--- config.mk ---
export PLATFORM = sky130hd
export DESIGN_NAME = hazard_stall_unit_flat
export DESIGN_NICKNAME = d
export VERILOG_FILES = /design/src/rtl/hazard_stall_unit_if.sv /design/src/rtl/hazard_stall_unit.sv /design/src/flat_wrapper.sv
export SDC_FILE = /design/constraint.sdc
export NUM_CORES = 1
export LEC_CHECK = 0
export CAP_MARGIN = 20
export CORE_ASPECT_RATIO = 0.7
export CORE_MARGIN = 3
export CORE_UTILIZATION = 45
export CTS_BUF_LIST = sky130_fd_sc_hd__clkbuf_16
export CTS_CLUSTER_SIZE = 30
export DETAILED_ROUTE_END_ITERATION = 16
export PLACE_DENSITY = 0.8
export SLEW_MARGIN = 20
export SYNTH_ARGS = -nofsm -noshare
export SYNTH_HDL_FRONTEND = slang
export SYNTH_SLANG_ARGS = --single-unit
--- constraint.sdc ---
create_clock -name ip_clk -period 4.3 [get_ports ip_clk]
set_input_delay 0.86 -clock ip_clk [delete_from_list [all_inputs] [get_ports ip_clk]]
set_output_delay 0.86 -clock ip_clk [all_outputs]
set_load 0.1 [all_outputs]
--- src/rtl/hazard_stall_unit_if.sv ---
// Pipeline-side signal bundle for the hazard/stall unit.
// The master side is the pipeline (drives the ip_* fields); the slave side is the unit.
interface hazard_stall_unit_if #(
  parameter int unsigned CNT_WIDTH = 16
);
  logic [4:0]           ip_IF_ID_RegisterRS1;
  logic [4:0]           ip_IF_ID_RegisterRS2;
  logic                 ip_IF_ID_UsesRS1;
  logic                 ip_IF_ID_UsesRS2;
  logic                 ip_IF_ID_Branch;
  logic                 ip_Jump;
  logic                 ip_BranchTaken;
  logic                 ip_ID_EX_RegWrite;
  logic                 ip_ID_EX_MemRead;
  logic [4:0]           ip_ID_EX_RegisterRD;
  logic                 ip_EX_MEM_MemRead;
  logic [4:0]           ip_EX_MEM_RegisterRD;
  logic                 ip_Hold;
  logic                 op_PCWrite;
  logic                 op_IF_ID_Write;
  logic                 op_ID_EX_Bubble;
  logic                 op_IF_ID_Flush;
  logic                 op_StallState;
  logic [CNT_WIDTH-1:0] op_StallCount;
  logic [CNT_WIDTH-1:0] op_FlushCount;

  modport master (
    output ip_IF_ID_RegisterRS1, ip_IF_ID_RegisterRS2, ip_IF_ID_UsesRS1, ip_IF_ID_UsesRS2,
           ip_IF_ID_Branch, ip_Jump, ip_BranchTaken, ip_ID_EX_RegWrite, ip_ID_EX_MemRead,
           ip_ID_EX_RegisterRD, ip_EX_MEM_MemRead, ip_EX_MEM_RegisterRD, ip_Hold,
    input  op_PCWrite, op_IF_ID_Write, op_ID_EX_Bubble, op_IF_ID_Flush, op_StallState,
           op_StallCount, op_FlushCount
  );

  modport slave (
    input  ip_IF_ID_RegisterRS1, ip_IF_ID_RegisterRS2, ip_IF_ID_UsesRS1, ip_IF_ID_UsesRS2,
           ip_IF_ID_Branch, ip_Jump, ip_BranchTaken, ip_ID_EX_RegWrite, ip_ID_EX_MemRead,
           ip_ID_EX_RegisterRD, ip_EX_MEM_MemRead, ip_EX_MEM_RegisterRD, ip_Hold,
    output op_PCWrite, op_IF_ID_Write, op_ID_EX_Bubble, op_IF_ID_Flush, op_StallState,
           op_StallCount, op_FlushCount
  );
endinterface

--- src/rtl/hazard_stall_unit.sv ---
// Hazard detection / stall control for the 5-stage RV32I core.
// Stalls ID for dependencies forwarding cannot cover yet, flushes IF/ID on
// taken branches and jumps, and keeps saturating stall/flush counters.
module hazard_stall_unit #(
  parameter int unsigned CNT_WIDTH = 16
) (
  input  logic              ip_clk,
  input  logic              ip_rst_n,
  hazard_stall_unit_if.slave hz
);

  localparam logic [0:0] IDLE  = 1'b0;
  localparam logic [0:0] STALL = 1'b1;

  logic [0:0]           state;
  logic [1:0]           remaining;
  logic [CNT_WIDTH-1:0] stall_cnt;
  logic [CNT_WIDTH-1:0] flush_cnt;

  logic                 ex_match;
  logic                 mem_match;
  logic [1:0]           stall_len;
  logic                 pc_write;
  logic                 if_id_write;
  logic                 bubble;
  logic                 flush;

  // Register-match detection against the EX and MEM destinations (x0 never matches)
  always_comb begin
    ex_match  = (hz.ip_ID_EX_RegisterRD != 5'd0) &&
                ((hz.ip_IF_ID_UsesRS1 && (hz.ip_ID_EX_RegisterRD == hz.ip_IF_ID_RegisterRS1)) ||
                 (hz.ip_IF_ID_UsesRS2 && (hz.ip_ID_EX_RegisterRD == hz.ip_IF_ID_RegisterRS2)));
    mem_match = (hz.ip_EX_MEM_RegisterRD != 5'd0) &&
                ((hz.ip_IF_ID_UsesRS1 && (hz.ip_EX_MEM_RegisterRD == hz.ip_IF_ID_RegisterRS1)) ||
                 (hz.ip_IF_ID_UsesRS2 && (hz.ip_EX_MEM_RegisterRD == hz.ip_IF_ID_RegisterRS2)));
  end

  // Stall length: the longest requirement among all applicable hazard rules
  always_comb begin
    stall_len = 2'd0;
    if (hz.ip_ID_EX_MemRead && hz.ip_ID_EX_RegWrite && ex_match)
      stall_len = 2'd1;
    if (hz.ip_IF_ID_Branch && hz.ip_ID_EX_RegWrite && !hz.ip_ID_EX_MemRead && ex_match)
      stall_len = 2'd1;
    if (hz.ip_IF_ID_Branch && hz.ip_EX_MEM_MemRead && mem_match)
      stall_len = 2'd1;
    if (hz.ip_IF_ID_Branch && hz.ip_ID_EX_MemRead && hz.ip_ID_EX_RegWrite && ex_match)
      stall_len = 2'd2;
  end

  // Pipeline control: reset forces a bubble, Hold freezes everything, a stall
  // (latched or newly detected) suppresses any flush
  always_comb begin
    pc_write    = 1'b1;
    if_id_write = 1'b1;
    bubble      = 1'b0;
    flush       = 1'b0;
    if (!ip_rst_n) begin
      pc_write    = 1'b0;
      if_id_write = 1'b0;
      bubble      = 1'b1;
    end else if (hz.ip_Hold) begin
      pc_write    = 1'b0;
      if_id_write = 1'b0;
    end else if ((state == STALL) || (stall_len != 2'd0)) begin
      pc_write    = 1'b0;
      if_id_write = 1'b0;
      bubble      = 1'b1;
    end else begin
      flush = (hz.ip_IF_ID_Branch && hz.ip_BranchTaken) || hz.ip_Jump;
    end
  end

  // Stall FSM: the first bubble is issued from IDLE, only the extra cycles are tracked
  always_ff @(posedge ip_clk or negedge ip_rst_n) begin
    if (!ip_rst_n) begin
      state     <= IDLE;
      remaining <= 2'd0;
    end else if (!hz.ip_Hold) begin
      if (state == STALL) begin
        remaining <= remaining - 2'd1;
        if (remaining <= 2'd1)
          state <= IDLE;
      end else if (stall_len == 2'd2) begin
        state     <= STALL;
        remaining <= 2'd1;
      end
    end
  end

  // Saturating performance counters, frozen while Hold is high
  always_ff @(posedge ip_clk or negedge ip_rst_n) begin
    if (!ip_rst_n) begin
      stall_cnt <= '0;
      flush_cnt <= '0;
    end else if (!hz.ip_Hold) begin
      if (bubble && (stall_cnt != '1))
        stall_cnt <= stall_cnt + 1'b1;
      if (flush && (flush_cnt != '1))
        flush_cnt <= flush_cnt + 1'b1;
    end
  end

  assign hz.op_PCWrite      = pc_write;
  assign hz.op_IF_ID_Write  = if_id_write;
  assign hz.op_ID_EX_Bubble = bubble;
  assign hz.op_IF_ID_Flush  = flush;
  assign hz.op_StallState   = (state == STALL);
  assign hz.op_StallCount   = stall_cnt;
  assign hz.op_FlushCount   = flush_cnt;

endmodule

--- src/flat_wrapper.sv ---
// flat-port wrapper written by rule: the top's interface ports become plain ports
module hazard_stall_unit_flat 
#(
  parameter int unsigned CNT_WIDTH = 16
)
  (ip_clk, ip_rst_n, hz_ip_IF_ID_RegisterRS1, hz_ip_IF_ID_RegisterRS2, hz_ip_IF_ID_UsesRS1, hz_ip_IF_ID_UsesRS2, hz_ip_IF_ID_Branch, hz_ip_Jump, hz_ip_BranchTaken, hz_ip_ID_EX_RegWrite, hz_ip_ID_EX_MemRead, hz_ip_ID_EX_RegisterRD, hz_ip_EX_MEM_MemRead, hz_ip_EX_MEM_RegisterRD, hz_ip_Hold, hz_op_PCWrite, hz_op_IF_ID_Write, hz_op_ID_EX_Bubble, hz_op_IF_ID_Flush, hz_op_StallState, hz_op_StallCount, hz_op_FlushCount);
  hazard_stall_unit_if #(.CNT_WIDTH(CNT_WIDTH)) hz_i ();
  input  logic ip_clk;
  input  logic ip_rst_n;
  input wire logic [$bits(hz_i.ip_IF_ID_RegisterRS1)-1:0] hz_ip_IF_ID_RegisterRS1;
  input wire logic [$bits(hz_i.ip_IF_ID_RegisterRS2)-1:0] hz_ip_IF_ID_RegisterRS2;
  input wire logic [$bits(hz_i.ip_IF_ID_UsesRS1)-1:0] hz_ip_IF_ID_UsesRS1;
  input wire logic [$bits(hz_i.ip_IF_ID_UsesRS2)-1:0] hz_ip_IF_ID_UsesRS2;
  input wire logic [$bits(hz_i.ip_IF_ID_Branch)-1:0] hz_ip_IF_ID_Branch;
  input wire logic [$bits(hz_i.ip_Jump)-1:0] hz_ip_Jump;
  input wire logic [$bits(hz_i.ip_BranchTaken)-1:0] hz_ip_BranchTaken;
  input wire logic [$bits(hz_i.ip_ID_EX_RegWrite)-1:0] hz_ip_ID_EX_RegWrite;
  input wire logic [$bits(hz_i.ip_ID_EX_MemRead)-1:0] hz_ip_ID_EX_MemRead;
  input wire logic [$bits(hz_i.ip_ID_EX_RegisterRD)-1:0] hz_ip_ID_EX_RegisterRD;
  input wire logic [$bits(hz_i.ip_EX_MEM_MemRead)-1:0] hz_ip_EX_MEM_MemRead;
  input wire logic [$bits(hz_i.ip_EX_MEM_RegisterRD)-1:0] hz_ip_EX_MEM_RegisterRD;
  input wire logic [$bits(hz_i.ip_Hold)-1:0] hz_ip_Hold;
  output wire logic [$bits(hz_i.op_PCWrite)-1:0] hz_op_PCWrite;
  output wire logic [$bits(hz_i.op_IF_ID_Write)-1:0] hz_op_IF_ID_Write;
  output wire logic [$bits(hz_i.op_ID_EX_Bubble)-1:0] hz_op_ID_EX_Bubble;
  output wire logic [$bits(hz_i.op_IF_ID_Flush)-1:0] hz_op_IF_ID_Flush;
  output wire logic [$bits(hz_i.op_StallState)-1:0] hz_op_StallState;
  output wire logic [$bits(hz_i.op_StallCount)-1:0] hz_op_StallCount;
  output wire logic [$bits(hz_i.op_FlushCount)-1:0] hz_op_FlushCount;
  assign hz_i.ip_IF_ID_RegisterRS1 = hz_ip_IF_ID_RegisterRS1;
  assign hz_i.ip_IF_ID_RegisterRS2 = hz_ip_IF_ID_RegisterRS2;
  assign hz_i.ip_IF_ID_UsesRS1 = hz_ip_IF_ID_UsesRS1;
  assign hz_i.ip_IF_ID_UsesRS2 = hz_ip_IF_ID_UsesRS2;
  assign hz_i.ip_IF_ID_Branch = hz_ip_IF_ID_Branch;
  assign hz_i.ip_Jump = hz_ip_Jump;
  assign hz_i.ip_BranchTaken = hz_ip_BranchTaken;
  assign hz_i.ip_ID_EX_RegWrite = hz_ip_ID_EX_RegWrite;
  assign hz_i.ip_ID_EX_MemRead = hz_ip_ID_EX_MemRead;
  assign hz_i.ip_ID_EX_RegisterRD = hz_ip_ID_EX_RegisterRD;
  assign hz_i.ip_EX_MEM_MemRead = hz_ip_EX_MEM_MemRead;
  assign hz_i.ip_EX_MEM_RegisterRD = hz_ip_EX_MEM_RegisterRD;
  assign hz_i.ip_Hold = hz_ip_Hold;
  assign hz_op_PCWrite = hz_i.op_PCWrite;
  assign hz_op_IF_ID_Write = hz_i.op_IF_ID_Write;
  assign hz_op_ID_EX_Bubble = hz_i.op_ID_EX_Bubble;
  assign hz_op_IF_ID_Flush = hz_i.op_IF_ID_Flush;
  assign hz_op_StallState = hz_i.op_StallState;
  assign hz_op_StallCount = hz_i.op_StallCount;
  assign hz_op_FlushCount = hz_i.op_FlushCount;
  hazard_stall_unit #(.CNT_WIDTH(CNT_WIDTH)) u_core (.ip_clk(ip_clk), .ip_rst_n(ip_rst_n), .hz(hz_i));
endmodule
Yosys cells after proc, flatten, opt, wreduce, memory -nomap -nowiden
Index checks and enable logic that the tools add are counted.
- logic and storage cells: 65
- flip-flop bits (word level): 35
- input bits: 31
- output and inout bits: 37
- bitwise gates (word level): 1
- reductions and logical operators: 31
- $lt $le $gt $ge: 1
- $add $sub $neg: 3
- eq/ne operators: 7
- mux-type cells: 18
- operator list (operator ; count):
    $add A16 B1 Y16 const B ; 2
    $ne A16 B16 Y1 const B ; 2
    $eq A5 B5 Y1 ; 4
    $logic_and A1 B1 Y1 ; 19
    $mux W1 ; 15
    $reduce_bool A5 Y1 ; 2
    $mux W2 ; 3
    $reduce_and A2 Y1 ; 3
    $logic_or A1 B1 Y1 ; 4
    $reduce_bool A2 Y1 ; 2
    $eq A2 B2 Y1 const B ; 1
    $le A2 B1 Y1 const B ; 1
    $sub A2 B1 Y2 const B ; 1
    $logic_not A1 Y1 ; 1
    $not A1 Y1 ; 1

Longest topological paths before layout
- depth in word-level cells: 16
- depth in mapped cells: 10
- gate-level depth less buffers: 8

Worst setup path after synthesis
Ideal clock, no wire load.
- path type: input to output
- start point: input port hz_ip_ID_EX_RegisterRD[0]
- end point: output port hz_op_IF_ID_Flush
- cell stages on the path: 6
- path buffers: 0
- path slack: -0.607 ns
- data required time: 3.440 ns
- arrival time: 4.047 ns
- cells stage by stage: or4_1 > o21a_1 > o21a_1 > a21oi_1 > nand2_1 > nor3_1
- word-level cells in the longest chain between the ends: 14
- elaborated cells on any way between the ends: 19
- those cells by class: 2 x eq/ne; 7 x mux; 10 x reduce/logical
- RTL lines (element ; RTL line ; source):
    from (decl) ; flat_wrapper.sv:19 ; input wire logic [$bits(hz_i.ip_ID_EX_RegisterRD)-1:0] hz_ip_ID_EX_RegisterRD;
    $eq A5 B5 Y1, on equally long branches ; hazard_stall_unit.sv:31, hazard_stall_unit.sv:32 ;
    $logic_and A1 B1 Y1, on equally long branches ; hazard_stall_unit.sv:31, hazard_stall_unit.sv:32 ;
    $logic_or A1 B1 Y1 ; hazard_stall_unit.sv:31 ; ((hz.ip_IF_ID_UsesRS1 && (hz.ip_ID_EX_RegisterRD == hz.ip_IF_ID_RegisterRS1)) ||
    $logic_and A1 B1 Y1 (*) ; hazard_stall_unit.sv:30 ; ex_match = (hz.ip_ID_EX_RegisterRD != 5'd0) &&
    $logic_and A1 B1 Y1 ; hazard_stall_unit.sv:41 ; if (hz.ip_ID_EX_MemRead && hz.ip_ID_EX_RegWrite && ex_match)
    $mux W1 ; hazard_stall_unit.sv:41 ;
    $mux W1 ; hazard_stall_unit.sv:43 ; if (hz.ip_IF_ID_Branch && hz.ip_ID_EX_RegWrite && !hz.ip_ID_EX_MemRead && ex_match)
    $mux W1 ; hazard_stall_unit.sv:45 ; if (hz.ip_IF_ID_Branch && hz.ip_EX_MEM_MemRead && mem_match)
    $mux W2 (*) ; hazard_stall_unit.sv:47 ; if (hz.ip_IF_ID_Branch && hz.ip_ID_EX_MemRead && hz.ip_ID_EX_RegWrite && ex_match)
    $reduce_bool A2 Y1 (*) ; hazard_stall_unit.sv:65 ; end else if ((state == STALL) || (stall_len != 2'd0)) begin
    $logic_or A1 B1 Y1 (*) ; hazard_stall_unit.sv:65 ;
    $mux W1 (*) ; hazard_stall_unit.sv:65 ;
    $mux W1 (*) ; hazard_stall_unit.sv:62 ; end else if (hz.ip_Hold) begin
    $mux W1 (*) ; hazard_stall_unit.sv:58 ; if (!ip_rst_n) begin
    to (decl) ; flat_wrapper.sv:26 ; output wire logic [$bits(hz_i.op_IF_ID_Flush)-1:0] hz_op_IF_ID_Flush;
Every way passes the cells marked *; elsewhere a longest branch is shown, timed or not.

Worst setup path in the final report
Same ends and word-level chain as after synthesis.

==> summary.txt <==
Final layout
  – Utilization after layout: 71.07%
  – Area growth syn-to-layout: 45.00%
  – Fraction of layout cells with a size suffix above 1: a little under a tenth
  – Non-filler instance count after layout: roughly 330
  – Total area of sequential cells: 875.8 sq um
  – Fill cell count: around 310
  – Total area of multi-input combinational cells: 0.001072 sq mm
  – Diodes inserted: 0
  – Final std cell area, no fill: around 0.003 sq mm
  – Final net count: 308

Setup path
  – Sort of element at the start of the critical path: input port
  – Flop2flop setup slack: a little under 2 ns
  – Worst setup path startpoint: hz_ip_ID_EX_RegisterRD[0]
  – Cell depth of the worst flop-to-flop path: 7
  – Crit Path Category: input port to output port
  – RR Startpoint: u_core.hz.op_FlushCount[0]$_DFFE_PN0P_
  – Arrival time of data at the critical path endpoint: about 3 ns
  – Req. time, crit path: between 3 and 4 ns
  – Capture point of the worst reg-to-reg path: u_core.hz.op_FlushCount[1]$_DFFE_PN0P_
  – Critical Path End Type: output port
  – Largest driver fanout on the critical path: 3

Placement
  – Count of buffers inserted at the top-level ports: 67
  – Half-perimeter wire length after detailed placement: 3954 um
  – Placed insts: roughly 320
  – Area of placed instances: between 0.002 and 0.003 sq mm
  – Final weighted congestion in routability-driven placement: around 0.97

Clock network
  – Number of gates resized after CTS: 0
  – TritonCTS clock tree: done
  – Cts-stage hold buffer count: 0
  – Sink count of the clock tree: 35
  – Clock root cell: sky130_fd_sc_hd__clkbuf_16
  – Clock Path Buffers: 2
  – Number of H-tree branching levels: 2
  – Worst-path clk slew: ~0.050 ns
  – Later-pin clock latency in the skew report: ~0.28 ns
  – Count of buffers added by post-CTS timing repair for setup: 0
  – Number of buffers created by CTS: 5

GRT
  – Total track usage: about a fifth
  – Grt total ovfl: 0
  – Wire length of the first global-routing pass: between 8000 and 9000 um
  – Number of antenna violations at the first check in global routing: 0
  – Largest net degree at the start of global routing: 37
  – Number of global-route vias before repair: between 1,500 and 2,000

Job
  – Max cap viols: 0

Min path
  – Worst Hold Path Cells: 1
  – Hold Crit Start: u_core.hz.op_StallCount[9]$_DFFE_PN0P_
  – Path class of the lowest-slack min-delay path: flip-flop to flip-flop
  – Worst-case hold path end point: u_core.hz.op_StallCount[9]$_DFFE_PN0P_

STA
  – Number of hold-slack violations in the final timing report: 0
  – Number of max-slew violations in the final report: 0
  – Final setup viols: 0
  – Post-route fraction of the period consumed by the critical path: around 90%
  – Worst clock skew: 0.005561 ns
  – Post-layout minimum cycle time: approximately 3.9 ns
  – Setup total negative slack: 0 ns
  – Unrepaired setup endpoints after global routing: false
  – Tightest hold margin: between 0.4 and 0.5 ns
  – Highest attainable clock frequency: between 0.2 and 0.3 GHz
  – Worst-margin pin slew: ~1 ns
  – Headroom to the max-slew limit: between 30% and 40%

Power
  – Peak supply drop: roughly 0.00059 V
  – Leakage power figure: 1.230 nW
  – Power per cell area: 565.9 mW/mm^2

Yosys
  – Sequential fraction of the synthesis area: 43.45%
  – Syn Nets: around 240
  – Top FF cell, synth: sky130_fd_sc_hd__dfrtp_1
  – Synth warnings: 0
  – Cell Area, Synth: 0.002016 sq mm
  – Post-synth cell types: 34
  – Post-synthesis area per instance: slightly below 10 sq um
  – Share of flip-flops with an asynchronous set or reset after synthesis: between 90% and 100%
  – Post-synthesis register bit count: 35
  – Number of enable flip-flop cells after synthesis: 0
  – Cells after Synth: ~200

Die
  – Site Rows: 19
  – Placeable core region: just over 0.004 sq mm
  – Total die area: ~0.0053 sq mm
  – Chip Width: approximately 86 um
  – Starting utilization of the core area: roughly half
  – Count of pins on the block boundary: slightly below 70
  – Vert. Die Dim: between 60 and 70 um

Drt
  – Vias per inst: ~5.4
  – Via Count: around 1,800
  – Number of iterations in the first detailed-routing pass: 4
  – Count of nets left with antenna violations after detail routing: 0
  – First DRT Iteration DRCs: ~130
  – Met2 routed WL: around 2400 um
  – Post-route met1 wirelength: approximately 2400 um
  – Sum of met3 wire segment lengths after detailed routing: around 270 um
  – DR WL/cell: roughly 15 um
  – Number of remaining DRC errors: 0
  – Total wire length: just over 5000 um
  – Top Metal Used: met4

Outcome
  – Run status: complete, no violations
==> worst max-delay path, cell delays in order <==
cell                              delay, ns
sky130_fd_sc_hd__clkdlybuf4s50_1       0.47
sky130_fd_sc_hd__or4_1                 0.54
sky130_fd_sc_hd__o21a_1                0.19
sky130_fd_sc_hd__o21a_1                0.14
sky130_fd_sc_hd__a21oi_1               0.20
sky130_fd_sc_hd__nand2_1               0.14
sky130_fd_sc_hd__nor3_2                0.27
sky130_fd_sc_hd__buf_12                0.21
==> worst max path at each step <==
stage | end | slack [ns] | cells past startpoint
6_report | hz_op_IF_ID_Flush | 0.42 | 8
5_1_grt | hz_op_IF_ID_Flush | 0.29 | 8
4_1_cts | hz_op_IF_ID_Flush | 0.41 | 8
3_5_place_dp | hz_op_IF_ID_Flush | 0.41 | 8
3_3_place_gp | hz_op_IF_ID_Flush | 0.46 | 8
2_1_floorplan | hz_op_PCWrite | 0.20 | 7
==> stage by stage <==
step	total power, W	setup slack [ns]
detailed placement	0.001267	0.4052
global route	0.001727	0.2851
CTS	0.001669	0.4058
floorplan	0.001053	0.2007
finish	0.001654	0.4163
global placement	0.001261	0.4616
==> report_power, final <==
| part | leakage, nW | switching (W) | total, W | internal (W) |
|---|---|---|---|---|
| clock network | 0.0811 | 0.000125 | 0.000392 | 0.000268 |
| registers | 0.436 | 0.0000795 | 0.000473 | 0.000393 |
| logic | 0.713 | 0.000585 | 0.000789 | 0.000204 |
==> cell families after synthesis <==
| family | synth area share [%] |
|---|---|
| and+or+nand+nor | 21.66 |
| xor gates and xnor gates | 21.73 |
| DFF | 43.45 |
| AOI/OAI and AO/OA | 6.455 |
| buffers and inverters | 3.725 |
| adders and majority gates | 1.862 |
| muxes | 1.117 |
==> layout make-up <==
class	count	share of cell area (%)
clock buffer	5	4.281
clock inverter	2	1.156
inverter	10	1.284
multi-input combinational	154	36.69
sequential	35	29.97
tap	52	2.226
timing repair buffer	68	24.40
==> flip-flops by register name, indices dropped and copies added (netlist names) <==
name	count
u_core.hz.op_FlushCount	16
u_core.hz.op_StallCount	16
u_core.remaining	2
u_core.hz.op_StallState	1
==> layer usage <==
metal	GRT usage [%]	vias to the layer above
met2	33.15	49
met3	5.534	5
met1	28.05	860
met4	4.063	0
li1	-	845
met5	0	-
==> cells in the final DEF (no fill, tap or decap), drive strengths merged, types with 2 or more instances in the layout <==
master          n
o21a            2
o22ai           2
or2             2
nor3           17
ha              3
dfrtp          35
nand4           8
clkdlybuf4s50  62
nand2          16
o31ai           2
clkbuf          5
inv            11
xnor2          29
o21ai           4
a21oi           4
nand3          14
nor2           12
mux2            2
xor2           21
buf             6
and3            2
nor4            7
==> Yosys cell counts (3+ instances only) <==
library cell              number  area share, %
sky130_fd_sc_hd__ha_1          3            1.9
sky130_fd_sc_hd__nor3_2        3            1.5
sky130_fd_sc_hd__dfrtp_1      35             43
sky130_fd_sc_hd__nand4_1       8            2.5
sky130_fd_sc_hd__nor3_1       13            3.2
sky130_fd_sc_hd__nand2_1      15            2.8
sky130_fd_sc_hd__nor2_1       12            2.2
sky130_fd_sc_hd__nand3_1      14            3.5
sky130_fd_sc_hd__xor2_1       21            9.1
sky130_fd_sc_hd__inv_1        10            1.9
sky130_fd_sc_hd__a21oi_1       3           0.74
sky130_fd_sc_hd__o21ai_0       4           0.99
sky130_fd_sc_hd__nor4_1        5            1.6
sky130_fd_sc_hd__xnor2_1      29             13
Power figures use the tool's default switching activity.
==> RTL change 1: new RTL, same settings <==
`CNT_WIDTH` is set to 16 in 3 places; all go to 20.
--- a/src/rtl/hazard_stall_unit_if.sv
+++ b/src/rtl/hazard_stall_unit_if.sv
@@ -3,3 +3,3 @@
 interface hazard_stall_unit_if #(
-  parameter int unsigned CNT_WIDTH = 16
+  parameter int unsigned CNT_WIDTH = 20
 );
--- a/src/rtl/hazard_stall_unit.sv
+++ b/src/rtl/hazard_stall_unit.sv
@@ -4,3 +4,3 @@
 module hazard_stall_unit #(
-  parameter int unsigned CNT_WIDTH = 16
+  parameter int unsigned CNT_WIDTH = 20
 ) (
--- a/src/flat_wrapper.sv
+++ b/src/flat_wrapper.sv
@@ -3,3 +3,3 @@
 #(
-  parameter int unsigned CNT_WIDTH = 16
+  parameter int unsigned CNT_WIDTH = 20
 )
Ports: changed (resized hz_op_FlushCount and hz_op_StallCount); port bits go from 68 to 76. The function was not compared with the original's and may differ.
==> RTL change 1 against the original RTL <==
- core utilization shrank 2.5 points
- register-to-register slack is essentially flat
- first-iteration DRC count grew 9.4%
- final cell count grew 17%
- worst setup slack lost 0.099 ns
- sequential cell count grew 8
- total power shrank 4.2%
- hold slack lost 0.0083 ns
- wire length grew 12%
- synthesized area grew 15%
- synthesized cell count grew 13%
- cell area grew 14%
- highest routed layer unchanged
==> RTL change 1: results (changes against the original RTL) <==
[yosys]
synth_fp_nets=264  ; +11%
avgSynthCellArea_sq_um=10.0  ; +1.7%
synthTopCellsByCount=dfrtp_1 (43), xnor2_1 (43), nand2_1 (22)
synthDistinctLibCells=30  ; -12%

[layout]
nets=346  ; +12%
drive_gt1_share_pct=6.71  ; -2.4 points
multi_input_area_sq_um=1190  ; +11%
nFillCells=384  ; +23%

[critical_path]
r2r-start=u_core.hz.op_FlushCount[6]$_DFFE_PN0P_
arrival_ns=3.12  ; +0.10 ns
crit_fanout=6  ; +3
r2r-end=u_core.hz.op_FlushCount[19]$_DFFE_PN0P_

[place]
io_buffers=75  ; +12%
dpl-instance-area_sq_um=3200  ; +16%
gp_congestion=0.841  ; -13%
placed_cells=374  ; +17%
dpl.hpwl_mm=4.23  ; +7.0%

[detailed_routing]
route.met3.wl_microns=486  ; +77%
drt_iter0_drc=139  ; +9.4%
vias=2018  ; +15%
routed_wl_mm=5.64  ; +12%
wl_met2_mm=2.44  ; +3.5%

[outcome]
status=finished clean

[power_and_ir_drop]
leakage_uw=0.00137  ; +12%

[min_path]
holdPathEnd=u_core.hz.op_StallCount[18]$_DFFE_PN0P_
hold_start=u_core.hz.op_StallCount[18]$_DFFE_PN0P_

[grt]
grt_usage_pct=19.9  ; -0.55 points
grt_pass1_wl_mm=9.58  ; +14%

[timing]
tightest_slew_ns=0.991  ; -0.0125 ns

## RTL change 1: cell types whose count changed after synthesis, sizes merged, moves of 7 or more
cell and change:
xnor2 +14, nand4 +12, nor3 -9, nor2 +7, dfrtp +8, nand2 +7
## RTL change 1: critical path, delay by kind of cell
family | cells | cell delay (ns)
AOI/OAI and AO/OA | 3 | 0.63
buffers and inverters | 2 | 0.70
and+or+nand+nor | 3 | 0.93
## RTL change 1: layout make-up
cell class	instances	share of cell area [%]
clock inverter	3	0.375
multi-input combinational	176	35.8
inverter	8	0.901
tap	69	2.59
timing repair buffer	78	24.2
sequential	43	32.3
clock buffer	5	3.75
## RTL change 1: worst max-delay path by stage
stage | endpoint | from
after floorplan | hz_op_PCWrite | hz_ip_ID_EX_RegisterRD[0]
after global placement | hz_op_PCWrite | hz_ip_ID_EX_RegisterRD[0]
after detailed placement | hz_op_PCWrite | hz_ip_ID_EX_RegisterRD[0]
after CTS | hz_op_PCWrite | hz_ip_ID_EX_RegisterRD[0]
after global routing | hz_op_PCWrite | hz_ip_ID_EX_RegisterRD[0]
final | hz_op_PCWrite | hz_ip_ID_EX_RegisterRD[0]
## RTL change 1: metrics by stage
step	worst slack, ns	hold slack (ns)	TNS [ns]
floorplan	-0.0160	0.457	-0.0160
global placement	0.349	0.473	0
detailed placement	0.330	0.480	0
CTS	0.321	0.492	0
global route	0.243	0.522	0
finish	0.317	0.486	0
## RTL change 1: logic make-up after synthesis
kind of cell,Yosys count,share of synthesized area (%)
buffers and inverters,11,1.95
and+or+nand+nor,97,21.3
adders and majority gates,3,1.62
xor gates and xnor gates,58,22.0
DFF,43,46.6
AOI/OAI and AO/OA,16,5.63
muxes,2,0.974
## RTL change 1: metal layers
metal / global-route usage, % / vias to the layer above
met1: 28.2 / 939
met4: 6.20 / 0
li1: - / 972
met3: 5.46 / 9
met2: 29.6 / 98
met5: 0 / -
## RTL change 1: report_power, final
group / switching [uW] / total, uW / internal (uW)
sequential: 81.9 / 541 / 459
combinational: 503 / 688 / 185
clock: 146 / 355 / 210
total: 730 / 1580 / 854
==> RTL change 2: new RTL, config.mk and constraints unchanged <==
Without the edit above. Reset style: synchronous (`ip_rst_n`), changed in 2 clocked blocks.
--- a/src/rtl/hazard_stall_unit.sv
+++ b/src/rtl/hazard_stall_unit.sv
@@ -74,3 +74,3 @@
   // Stall FSM: the first bubble is issued from IDLE, only the extra cycles are tracked
-  always_ff @(posedge ip_clk or negedge ip_rst_n) begin
+  always_ff @(posedge ip_clk) begin
     if (!ip_rst_n) begin
@@ -91,3 +91,3 @@
   // Saturating performance counters, frozen while Hold is high
-  always_ff @(posedge ip_clk or negedge ip_rst_n) begin
+  always_ff @(posedge ip_clk) begin
     if (!ip_rst_n) begin
Function: differs if ip_rst_n is asserted again (counterexample within 4 cycles, from zero or initial values and one cycle with ip_rst_n low); with ip_rst_n held inactive, the same outputs for 10 cycles.
==> RTL change 2 against the original RTL <==
- count of clock-buffer cells in the layout is the same
- final cell count rose by 24%
- via count grew 30%
- global-route usage decreased by 0.24 points
- cell area up 6.2%
- first-iteration DRC count grew 17%
- critical path depth decreased by 1
- synthesized area grew 11%
- highest routed layer unchanged
- worst setup slack worse by 0.11 ns
- wire length rose by 20%
- sequential cell count is the same
- clock skew grew 0.00090 ns
Power is not compared: it rests on default switching activity, and its combinational part moved more than twofold at a synthesized area within 25%.
==> RTL change 2: results (changes against the original RTL) <==
[layout]
multi_input_area_sq_um=1410  ; +31%
nFillCells=385  ; +23%
final-clk-cell-share_pct=4.55  ; -0.88 points
bufAreaShareNonClock_pct=23.9  ; -0.54 points
drive_gt1_share_pct=6.78  ; -2.3 points

[yosys]
synthTopCellsByArea=dfxtp_1 (31%), nand2_1 (7.0%), or4_1 (5.4%), o211ai_1 (5.0%), mux2i_1 (4.9%)
synthDistinctLibCells=41  ; +21%
synth_compound_area_share_pct=14.5  ; +8.1 points
ys_seq_area_share_pct=31.3  ; -12 points
synthAdderAreaFrac_pct=1.68  ; -0.19 points
synth_fp_nets=311  ; +31%
synthMuxAreaShare_pct=4.91  ; +3.8 points

[place]
dpl-instance-area_sq_um=2960  ; +7.2%
gp_congestion=0.865  ; -10%
dpl.hpwl_mm=4.58  ; +16%
post-place-ws_ns=0.312  ; -0.0930 ns

[grt]
met3_usage_pct=4.52  ; -1.0 points
grt_util_met1_pct=29.3  ; +1.3 points
grt_pass1_wl_mm=9.67  ; +15%

[timing]
tightest_slew_ns=1.00  ; -0.00293 ns
fin_skew_ns=0.00646  ; +0.000900 ns

[critical_path]
arrival_ns=3.14  ; +0.12 ns
crit_fanout=12  ; +9

[outcome]
status=finished clean

[detailed_routing]
drt_iter0_drc=149  ; +17%
routed_wl_mm=6.04  ; +20%
route.met3.wl_microns=414  ; +51%
wl_met2_mm=2.49  ; +5.7%

[die]
rows=20  ; +1

RTL change 2: cell count changes in the layout (fill, tap and decap cells not counted), sizes merged, moves of 6 or more:
cell    unedited run  this run
or4                1        16
and3               2         8
nand2b             0         7
nor3              17         6
a21oi              4        11
dfxtp              0        35
nand4              8        14
xnor2             29        12
xor2              21         8
nor2              12         6
dfrtp             35         0
mux2i              0        11
nand2             16        42
o211ai             0        15
RTL change 2: path summary, 6_finish.rpt:
path         slack [ns]  cells after the start                                      end                                     from
max                0.30                      7                        hz_op_IF_ID_Flush                hz_ip_ID_EX_RegisterRD[0]
max reg2reg        2.22                      6  u_core.hz.op_StallCount[1]$_SDFFE_PN0P_  u_core.hz.op_StallCount[6]$_SDFFE_PN0P_
min                0.48                      2         u_core.remaining[1]$_SDFFE_PN0P_         u_core.remaining[1]$_SDFFE_PN0P_
min reg2reg        0.48                      2         u_core.remaining[1]$_SDFFE_PN0P_         u_core.remaining[1]$_SDFFE_PN0P_
